--- config.mk ---
export PLATFORM = sky130hd
export DESIGN_NAME = post_adder_preg
export DESIGN_NICKNAME = d
export VERILOG_FILES = /design/src/rtl/dsp48a1_pkg.sv /design/src/rtl/dsp_pipe_reg.sv /design/src/rtl/post_adder_preg.sv
export SDC_FILE = /design/constraint.sdc
export NUM_CORES = 1
export LEC_CHECK = 0
export ABC_AREA = 0
export BUFFER_PORTS_ARGS = -buffer_cell sky130_fd_sc_hd__buf_2
export CAP_MARGIN = 20
export CORE_MARGIN = 10
export CORE_UTILIZATION = 58
export CTS_CLUSTER_SIZE = 8
export DETAILED_ROUTE_END_ITERATION = 7
export GPL_TIMING_DRIVEN = 0
export PLACE_DENSITY_LB_ADDON = 0.25
export REMOVE_ABC_BUFFERS = 1
export SKIP_CTS_REPAIR_TIMING = 1
export SYNTH_ARGS = -nofsm -noshare
export SYNTH_HDL_FRONTEND = slang
export SYNTH_SLANG_ARGS = --single-unit
--- constraint.sdc ---
create_clock -name CLK -period 12.9 [get_ports CLK]
set_input_delay 0.645 -clock CLK [delete_from_list [all_inputs] [get_ports CLK]]
set_output_delay 0.645 -clock CLK [all_outputs]
set_load 0.01 [all_outputs]
--- src/rtl/dsp48a1_pkg.sv ---
// Shared constants, select encodings and post-adder arithmetic for the DSP48A1-style slice.
package dsp48a1_pkg;

    localparam int unsigned PWidth  = 48;
    localparam int unsigned MWidth  = 36;
    localparam int unsigned BWidth  = 18;
    localparam int unsigned DWidth  = PWidth - 2 * BWidth;
    localparam int unsigned OpWidth = 8;

    typedef enum logic [1:0] {
        XSelZero = 2'd0,
        XSelM    = 2'd1,
        XSelP    = 2'd2,
        XSelDab  = 2'd3
    } x_sel_e;

    typedef enum logic [1:0] {
        ZSelZero = 2'd0,
        ZSelPcin = 2'd1,
        ZSelP    = 2'd2,
        ZSelC    = 2'd3
    } z_sel_e;

    localparam string CarryinSelOpmode5 = "OPMODE5";
    localparam string CarryinSelCarryin = "CARRYIN";

    // Bits 4 and 6 belong to the pre-adder and are carried here only to keep the layout.
    typedef struct packed {
        logic   post_sub;
        logic   pre_bit6;
        logic   carry;
        logic   pre_bit4;
        z_sel_e z_sel;
        x_sel_e x_sel;
    } op_t;

    // Returns {carry/borrow, sum}; subtraction is Z - (X + CIN).
    function automatic logic [PWidth:0] post_add(
        input logic [PWidth-1:0] z,
        input logic [PWidth-1:0] x,
        input logic              cin,
        input logic              sub
    );
        logic [PWidth:0] xc;
        xc = {1'b0, x} + {{PWidth{1'b0}}, cin};
        if (sub) begin
            return {1'b0, z} - xc;
        end
        return {1'b0, z} + xc;
    endfunction

endpackage

--- src/rtl/dsp_pipe_reg.sv ---
// Optional pipeline register with clock enable and asynchronous active-high reset.
module dsp_pipe_reg #(
    parameter int unsigned Width  = 1,
    parameter bit          Bypass = 1'b0
) (
    input  logic             clk,
    input  logic             rst,
    input  logic             ce,
    input  logic [Width-1:0] d,
    output logic [Width-1:0] q
);

    if (Bypass) begin : g_bypass
        logic unused_ctrl;
        assign unused_ctrl = ^{clk, rst, ce};
        assign q = d;
    end else begin : g_reg
        logic [Width-1:0] state;
        always_ff @(posedge clk or posedge rst) begin
            if (rst) begin
                state <= '0;
            end else if (ce) begin
                state <= d;
            end
        end
        assign q = state;
    end

endmodule

--- src/rtl/post_adder_preg.sv ---
// Post-adder/subtracter with X/Z operand muxes, selectable carry-in and optional P register.
module post_adder_preg
    import dsp48a1_pkg::*;
#(
    parameter int unsigned PREG       = 1,
    parameter int unsigned CARRYINREG = 1,
    parameter int unsigned OPMODEREG  = 1,
    parameter string       CARRYINSEL = "OPMODE5"
) (
    input  logic                         CLK,
    input  logic                         RSTP,
    input  logic                         RSTCARRYIN,
    input  logic                         RSTOPMODE,
    input  logic                         CEP,
    input  logic                         CECARRYIN,
    input  logic                         CEOPMODE,
    input  logic [OpWidth-1:0]           OPMODE,
    input  logic [MWidth-1:0]            M,
    input  logic [DWidth+2*BWidth-1:0]   DAB,
    input  logic [PWidth-1:0]            C,
    input  logic [PWidth-1:0]            PCIN,
    input  logic                         CARRYIN,
    output logic [PWidth-1:0]            P,
    output logic [PWidth-1:0]            PCOUT,
    output logic                         CARRYOUT,
    output logic                         CARRYOUTF
);

    logic [OpWidth-1:0] op_raw;
    op_t                op;
    logic               cyi_src;
    logic               cin;
    logic [PWidth-1:0]  p_fb;
    logic [PWidth-1:0]  x_mux;
    logic [PWidth-1:0]  z_mux;
    logic [PWidth:0]    result;
    logic [PWidth:0]    p_out;
    logic               unused_bits;

    dsp_pipe_reg #(
        .Width  (OpWidth),
        .Bypass (OPMODEREG == 0)
    ) u_opmode_reg (
        .clk (CLK),
        .rst (RSTOPMODE),
        .ce  (CEOPMODE),
        .d   (OPMODE),
        .q   (op_raw)
    );

    assign op = op_t'(op_raw);

    if (CARRYINSEL == CarryinSelCarryin) begin : g_cin_port
        assign cyi_src = CARRYIN;
    end else begin : g_cin_opmode
        assign cyi_src = op.carry;
    end

    dsp_pipe_reg #(
        .Width  (1),
        .Bypass (CARRYINREG == 0)
    ) u_cyi_reg (
        .clk (CLK),
        .rst (RSTCARRYIN),
        .ce  (CECARRYIN),
        .d   (cyi_src),
        .q   (cin)
    );

    // Without a P register the feedback path would be a combinational loop; tie it off.
    if (PREG != 0) begin : g_fb_reg
        assign p_fb = p_out[PWidth-1:0];
    end else begin : g_fb_none
        assign p_fb = '0;
    end

    always_comb begin
        x_mux = '0;
        unique case (op.x_sel)
            XSelZero: x_mux = '0;
            XSelM:    x_mux = {{(PWidth - MWidth){1'b0}}, M};
            XSelP:    x_mux = p_fb;
            XSelDab:  x_mux = DAB;
            default:  x_mux = '0;
        endcase
    end

    always_comb begin
        z_mux = '0;
        unique case (op.z_sel)
            ZSelZero: z_mux = '0;
            ZSelPcin: z_mux = PCIN;
            ZSelP:    z_mux = p_fb;
            ZSelC:    z_mux = C;
            default:  z_mux = '0;
        endcase
    end

    assign result = post_add(z_mux, x_mux, cin, op.post_sub);

    dsp_pipe_reg #(
        .Width  (PWidth + 1),
        .Bypass (PREG == 0)
    ) u_p_reg (
        .clk (CLK),
        .rst (RSTP),
        .ce  (CEP),
        .d   (result),
        .q   (p_out)
    );

    assign P         = p_out[PWidth-1:0];
    assign PCOUT     = p_out[PWidth-1:0];
    assign CARRYOUT  = p_out[PWidth];
    assign CARRYOUTF = p_out[PWidth];

    assign unused_bits = ^{op.pre_bit4, op.pre_bit6, op.carry, CARRYIN};

endmodule

==> results of run 1 <==
metal layers:
layer,part of all wire,up-vias,GRT usage
met4,0.013,4,0.0535
li1,-,4754,-
met5,0.00089,-,0
met3,0.074,29,0.0579
met1,0.43,4656,0.316
met2,0.48,360,0.447
cell usage after synthesis, drive strengths merged (2+ instances only):
master / n / area share
nand4: 27 / 0.019
o31ai: 8 / 0.0062
nor3: 23 / 0.014
a41oi: 3 / 0.0027
o21a: 11 / 0.0086
and2: 9 / 0.0058
o2bb2ai: 10 / 0.0091
or4: 2 / 0.0016
o211ai: 7 / 0.0055
o31a: 3 / 0.0027
buf: 79 / 0.061
nor2: 83 / 0.033
or3: 6 / 0.0044
nand2: 75 / 0.029
mux2: 119 / 0.14
a21oi: 80 / 0.042
nor2b: 9 / 0.0061
and3: 13 / 0.0084
o22ai: 5 / 0.0032
a21o: 29 / 0.023
o2111ai: 6 / 0.0055
a22oi: 25 / 0.020
dfrtp: 56 / 0.15
clkbuf: 30 / 0.012
and4: 8 / 0.0073
a211oi: 8 / 0.0062
or2: 6 / 0.0039
o21ai: 40 / 0.021
nand3b: 3 / 0.0023
mux2i: 27 / 0.028
o21bai: 3 / 0.0023
ha: 51 / 0.066
a22o: 61 / 0.055
nand2b: 9 / 0.0058
xnor2: 89 / 0.081
a211o: 2 / 0.0018
nand3: 22 / 0.011
inv: 22 / 0.0086
a31oi: 16 / 0.010
and3b: 4 / 0.0036
a311o: 2 / 0.0021
a21boi: 2 / 0.0016
nor4: 25 / 0.023
xor2: 46 / 0.042
report_power, final:
part / leakage, nW / switching [W] / total (W) / internal (W)
Combinational: 4.24 / 0.000770 / 0.00143 / 0.000658
Clock: 0.0748 / 0.0000770 / 0.000151 / 0.0000743
Sequential: 0.649 / 0.000118 / 0.000378 / 0.000260
worst max-delay path, stage by stage (launching register included):
cell       delay (ps)
dfrtp_4           790
nor2b_4           590
buf_12            280
o2bb2ai_1         300
ha_1              270
o21ai_0           120
a21o_1            220
nor3_2            310
nand4_1           190
a311o_1           440
nor4_2            460
o2111ai_1         280
nor3_1            850
a31oi_1           210
xor2_1            200
ha_1              400
nand2_1            70
o21ai_0           380
o2111ai_1         220
o32ai_1           280
a21oi_1           200
o31ai_1           740
a211oi_1          260
o31ai_1           440
a21o_1            180
a21oi_1            70
xnor2_1           130
mux2_2            260
final timing paths:
path / start / endpoint / slack (ps) / cells past startpoint
setup / recovery: u_opmode_reg.q[0] / u_p_reg.q[46] / 3630 / 27
hold / removal: RSTCARRYIN / u_cyi_reg.q / 140 / 2
setup reg to reg: u_opmode_reg.q[0] / u_p_reg.q[46] / 3630 / 27
hold reg to reg: u_p_reg.q[48] / u_p_reg.q[48] / 530 / 2
max in group asynchronous: RSTP / u_p_reg.q[23] / 11970 / 3
min in group CLK: u_p_reg.q[48] / u_p_reg.q[48] / 530 / 2
per-stage QoR:
stage	total power, W	std cells
floorplan	0.00137	1065
global placement	0.00176	1575
detailed placement	0.00179	1583
CTS	0.00195	1591
global route	0.00212	1592
finish	0.00196	1592
state kept, by name, summed over array words and instances, names as in the netlist:
| name | count |
|---|---|
| u_opmode_reg.q | 6 |
| u_cyi_reg.q | 1 |
| u_p_reg.q | 49 |
cell type report:
class                      instances  area [um2]  area share
timing repair buffer             299        1640       0.149
tap                              220         275      0.0250
multi-input combinational        986        7460       0.677
clock inverter                     3        26.3     0.00238
clock buffer                       5         125      0.0114
inverter                          23        86.3     0.00783
sequential                        56        1410       0.128
kinds of logic (layout without fill, tap and decap cells):
logic type	after synthesis	in the layout	synth area share
AND/OR/NAND/NOR	328	328	0.182
AO/OA/AOI/OAI	325	325	0.232
multiplexers	146	146	0.167
XOR/XNOR	135	135	0.123
buffers and inverters	132	330	0.0812
flip-flops	56	56	0.146
adder cells (fa/ha/maj)	52	52	0.0683
==> results.md, run 1 <==
- Status: finished, final reports clean
- Unrepaired setup endpoints after global routing: false
- EDFF count, synth: 0
- Mapped Area: 9630 um2
- Max Cap Violations: 0
- First-pass GRT wire length: 47700 um
- Clock skew: 9.26 ps
- Tmin final: 9270 ps
- Vias per inst: 6.16
- Final core utilization: 0.672
- Pre-CTS setup slack: 3920 ps
- Post-DP HPWL: 24700 um
- DRT antenna net count: 0
- Slew margin rel.: 0.339
- Synth Flop Type: dfrtp_1
- P_leak: 4.97 nW
- Area Overhead vs Synth: 14.4%
- Critical path arrival: 9480 ps
- Setup tns final: 0 ps
- Avg Cell Area, Syn: 8.20 um2
- Initial core utilization: 0.587
- Number of CTS-inserted buffers: 5
- Fraction of layout cells with a size suffix above 1: 0.327
- #FFs+latches synth: 56
- Vias in the first global route: 9554
- Overall die area: 22200 um2
- Num rows: 47
- Fin area: 11000 um2
- CTS tree: yes
- Largest net degree at the start of global routing: 48
- Placer Congestion: 0.943
- Critical path required time: 13110 ps
- Num ports: 294
- Pwr/cell area: 178 nW/um2
- Final Setup Violations: 0
- Port-buffer cells: 290
- Clock Tree Buf Depth: 2
- DRC: 0
- Setup ws final: 3630 ps
- Final Hold Fails: 0
- DRT iter0 DRCs: 650
- Final slew viol count: 0
- GRT overflow: 0
- WL/cell: 19.1 um
- Final period util: 0.719
- Syn Inst Count: 1174
- CTS clk-pin slew, worst paths: 90 ps
- Synth async-reset ratio: 1.00
- Slew of the pin with the lowest slew margin: 985 ps
- Maximum vdd drop: 0.000108 V
- DP Area: 10900 um2
- Seq/Total Area, Yosys: 0.146
- Synth unique cells: 69
- Routed WL: 30400 um
- Worst-Skew Late Latency: 320 ps
- Layout net count: 1619
- Die width: 149 um
- Clock Sinks: 56
- Commonest non-fill, non-tap cell in the layout: buf_2
- Fillers: 1411
- CP max FO: 41
- Crit Path Category: reg -> reg
- Die H: 149 um
- Global Route Usage Sum: 0.257
- Commonest non-fill, non-tap cells in the layout: 290 x buf_2, 111 x mux2_2, 89 x xnor2_1, 82 x nor2_1, 79 x a21oi_1
- Synth Warn #: 0
- Via count: 9803
- Worst min-delay path class: in -> async
- Core footprint: 16400 um2
- Initial antenna violation count: 2
- Crit start category: flip-flop
- # H-tree levels: 2
- Hold_ws: 141 ps
- Buffer type at the clock tree root: clkbuf_16
- DRT Pass-1 Iters: 6
- CP Capture Type: flip-flop
- Antenna diodes: 0
- Fmax: 108 MHz
No activity file was read; power rests on OpenSTA's default activity.
==> run 2, diff against run 1 <==
Settings changed: CORE_UTILIZATION 58 to 54.
Clock period 12.9 ns to 9.5 ns, I/O delays scaled along.
==> run 2 against run 1 <==
  * Non-clock buffer count grew 2
  * Clock power grew 40%
  * Via count shrank 0.18%
  * Critical path type unchanged
  * Largest cell class unchanged
==> results.md, run 2 (synthesis gave the netlist of run 1 again) <==
- Status: finished, final reports clean
- DRT iter0 DRCs: 704
- Fraction of layout cells with a size suffix above 1: 0.329
- Slew of the pin with the lowest slew margin: 1100 ps
- Final period util: 0.920
- DRT antenna net count: 0
- Final Setup Violations: 0
- CTS tree: yes
- Vias per inst: 6.11
- Clock Sinks: 56
- Max Cap Violations: 0
- Largest net degree at the start of global routing: 48
- First-pass GRT wire length: 49400 um
- Maximum vdd drop: 0.000146 V
- Num ports: 294
- Area Overhead vs Synth: 14.9%
- Vias in the first global route: 9596
- Initial core utilization: 0.553
- Via count: 9785
- Critical path arrival: 8960 ps
- Clock skew: 16.8 ps
- GRT overflow: 0
- Slew margin rel.: 0.250
- R2r endpoint: u_p_reg.q[46]
- Fmax: 114 MHz
- CTS clk-pin slew, worst paths: 90 ps
- DRT Pass-1 Iters: 5
- Number of CTS-inserted buffers: 5
- Final Hold Fails: 0
- Max FFs per register: 49
- Commonest non-fill, non-tap cell in the layout: buf_2
- DP Area: 10900 um2
- CP max FO: 32
- Die width: 154 um
- CP Capture Type: flip-flop
- # H-tree levels: 2
- Crit start category: flip-flop
- WL/cell: 19.6 um
- Num rows: 48
- Worst min-delay path class: in -> async
- Fin area: 11100 um2
- Layout net count: 1621
- Commonest non-fill, non-tap cells in the layout: 291 x buf_2, 111 x mux2_2, 89 x xnor2_1, 82 x nor2_1, 78 x a21oi_1
- Unrepaired setup endpoints after global routing: false
- Worst-Skew Late Latency: 330 ps
- Pwr/cell area: 242 nW/um2
- Initial antenna violation count: 4
- Worst R2R Start: u_opmode_reg.q[1]
- Setup ws final: 757 ps
- Final slew viol count: 0
- Die H: 154 um
- Port-buffer cells: 290
- Global Route Usage Sum: 0.249
- Flop-to-flop setup slack: 760 ps
- Clock Tree Buf Depth: 2
- Crit path launch: u_opmode_reg.q[1]
- Placer Congestion: 0.933
- Pre-CTS setup slack: 246 ps
- DRC: 0
- Tmin final: 8740 ps
- Core footprint: 17400 um2
- P_leak: 4.97 nW
- Crit Path Category: reg -> reg
- Critical path required time: 9720 ps
- Routed WL: 31400 um
- R2R depth: 27
- Total power: 0.00268 W
- Overall die area: 23600 um2
- Post-DP HPWL: 25400 um
- Buffer type at the clock tree root: clkbuf_16
run 2: per-stage QoR:
step	utilization	instances	hold slack [ps]	TNS [ps]
finish	0.635	1601	45.7	0
global route	0.635	1601	61.8	0
CTS	0.633	1596	-35.7	0
detailed placement	0.624	1588	319	0
global placement	0.612	1580	310	-34720
floorplan	-	1065	204	0
run 2: final cells by class:
class	count	area, um2
clock buffer	5	125
tap	225	282
inverter	23	86.3
antenna	2	5.00
sequential	56	1410
clock inverter	3	28.8
fill	1588	6360
timing repair buffer	301	1660
multi-input combinational	986	7470
run 2: worst max path at each step:
stage	to	slack (ps)
after global placement	u_p_reg.q[46]	-2640
after detailed placement	u_p_reg.q[46]	250
after global routing	u_p_reg.q[46]	50
after CTS	u_p_reg.q[46]	80
after floorplan	u_p_reg.q[46]	620
final	u_p_reg.q[46]	760
run 2: power by group:
part	switching [W]	internal (W)	leakage, nW	total, W
sequential	0.000162	0.000353	0.649	0.000514
combinational	0.00106	0.000895	4.24	0.00195
clock	0.000109	0.000102	0.0767	0.000211
total	0.00133	0.00135	4.97	0.00268
run 2: metal layers:
metal / vias to the layer above / GRT usage / routed length, um
met5: - / 0 / 27
met4: 4 / 0.0544 / 472
met3: 43 / 0.0575 / 2520
met2: 387 / 0.425 / 15100
met1: 4604 / 0.310 / 13300
li1: 4747 / - / -
run 2: worst max-delay path, cell delays in order, from the launching register on:
cell and delay, ps:
dfrtp_2 840, inv_1 550, o2bb2ai_1 600, ha_1 280, o21ai_0 120, a21o_1 200
nor3_2 310, nand4_1 180, a311o_1 420, nor4_2 470, o2111ai_1 250, nor3_1 370
buf_2 270, a31oi_1 110, xor2_1 190, ha_1 390, nand2_1 70, o21ai_0 390
o2111ai_1 260, o32ai_1 370, a21oi_2 150, o31ai_2 530, a211oi_1 240, o31ai_1 430
a21o_1 180, a21oi_1 80, xnor2_1 130, mux2_2 260
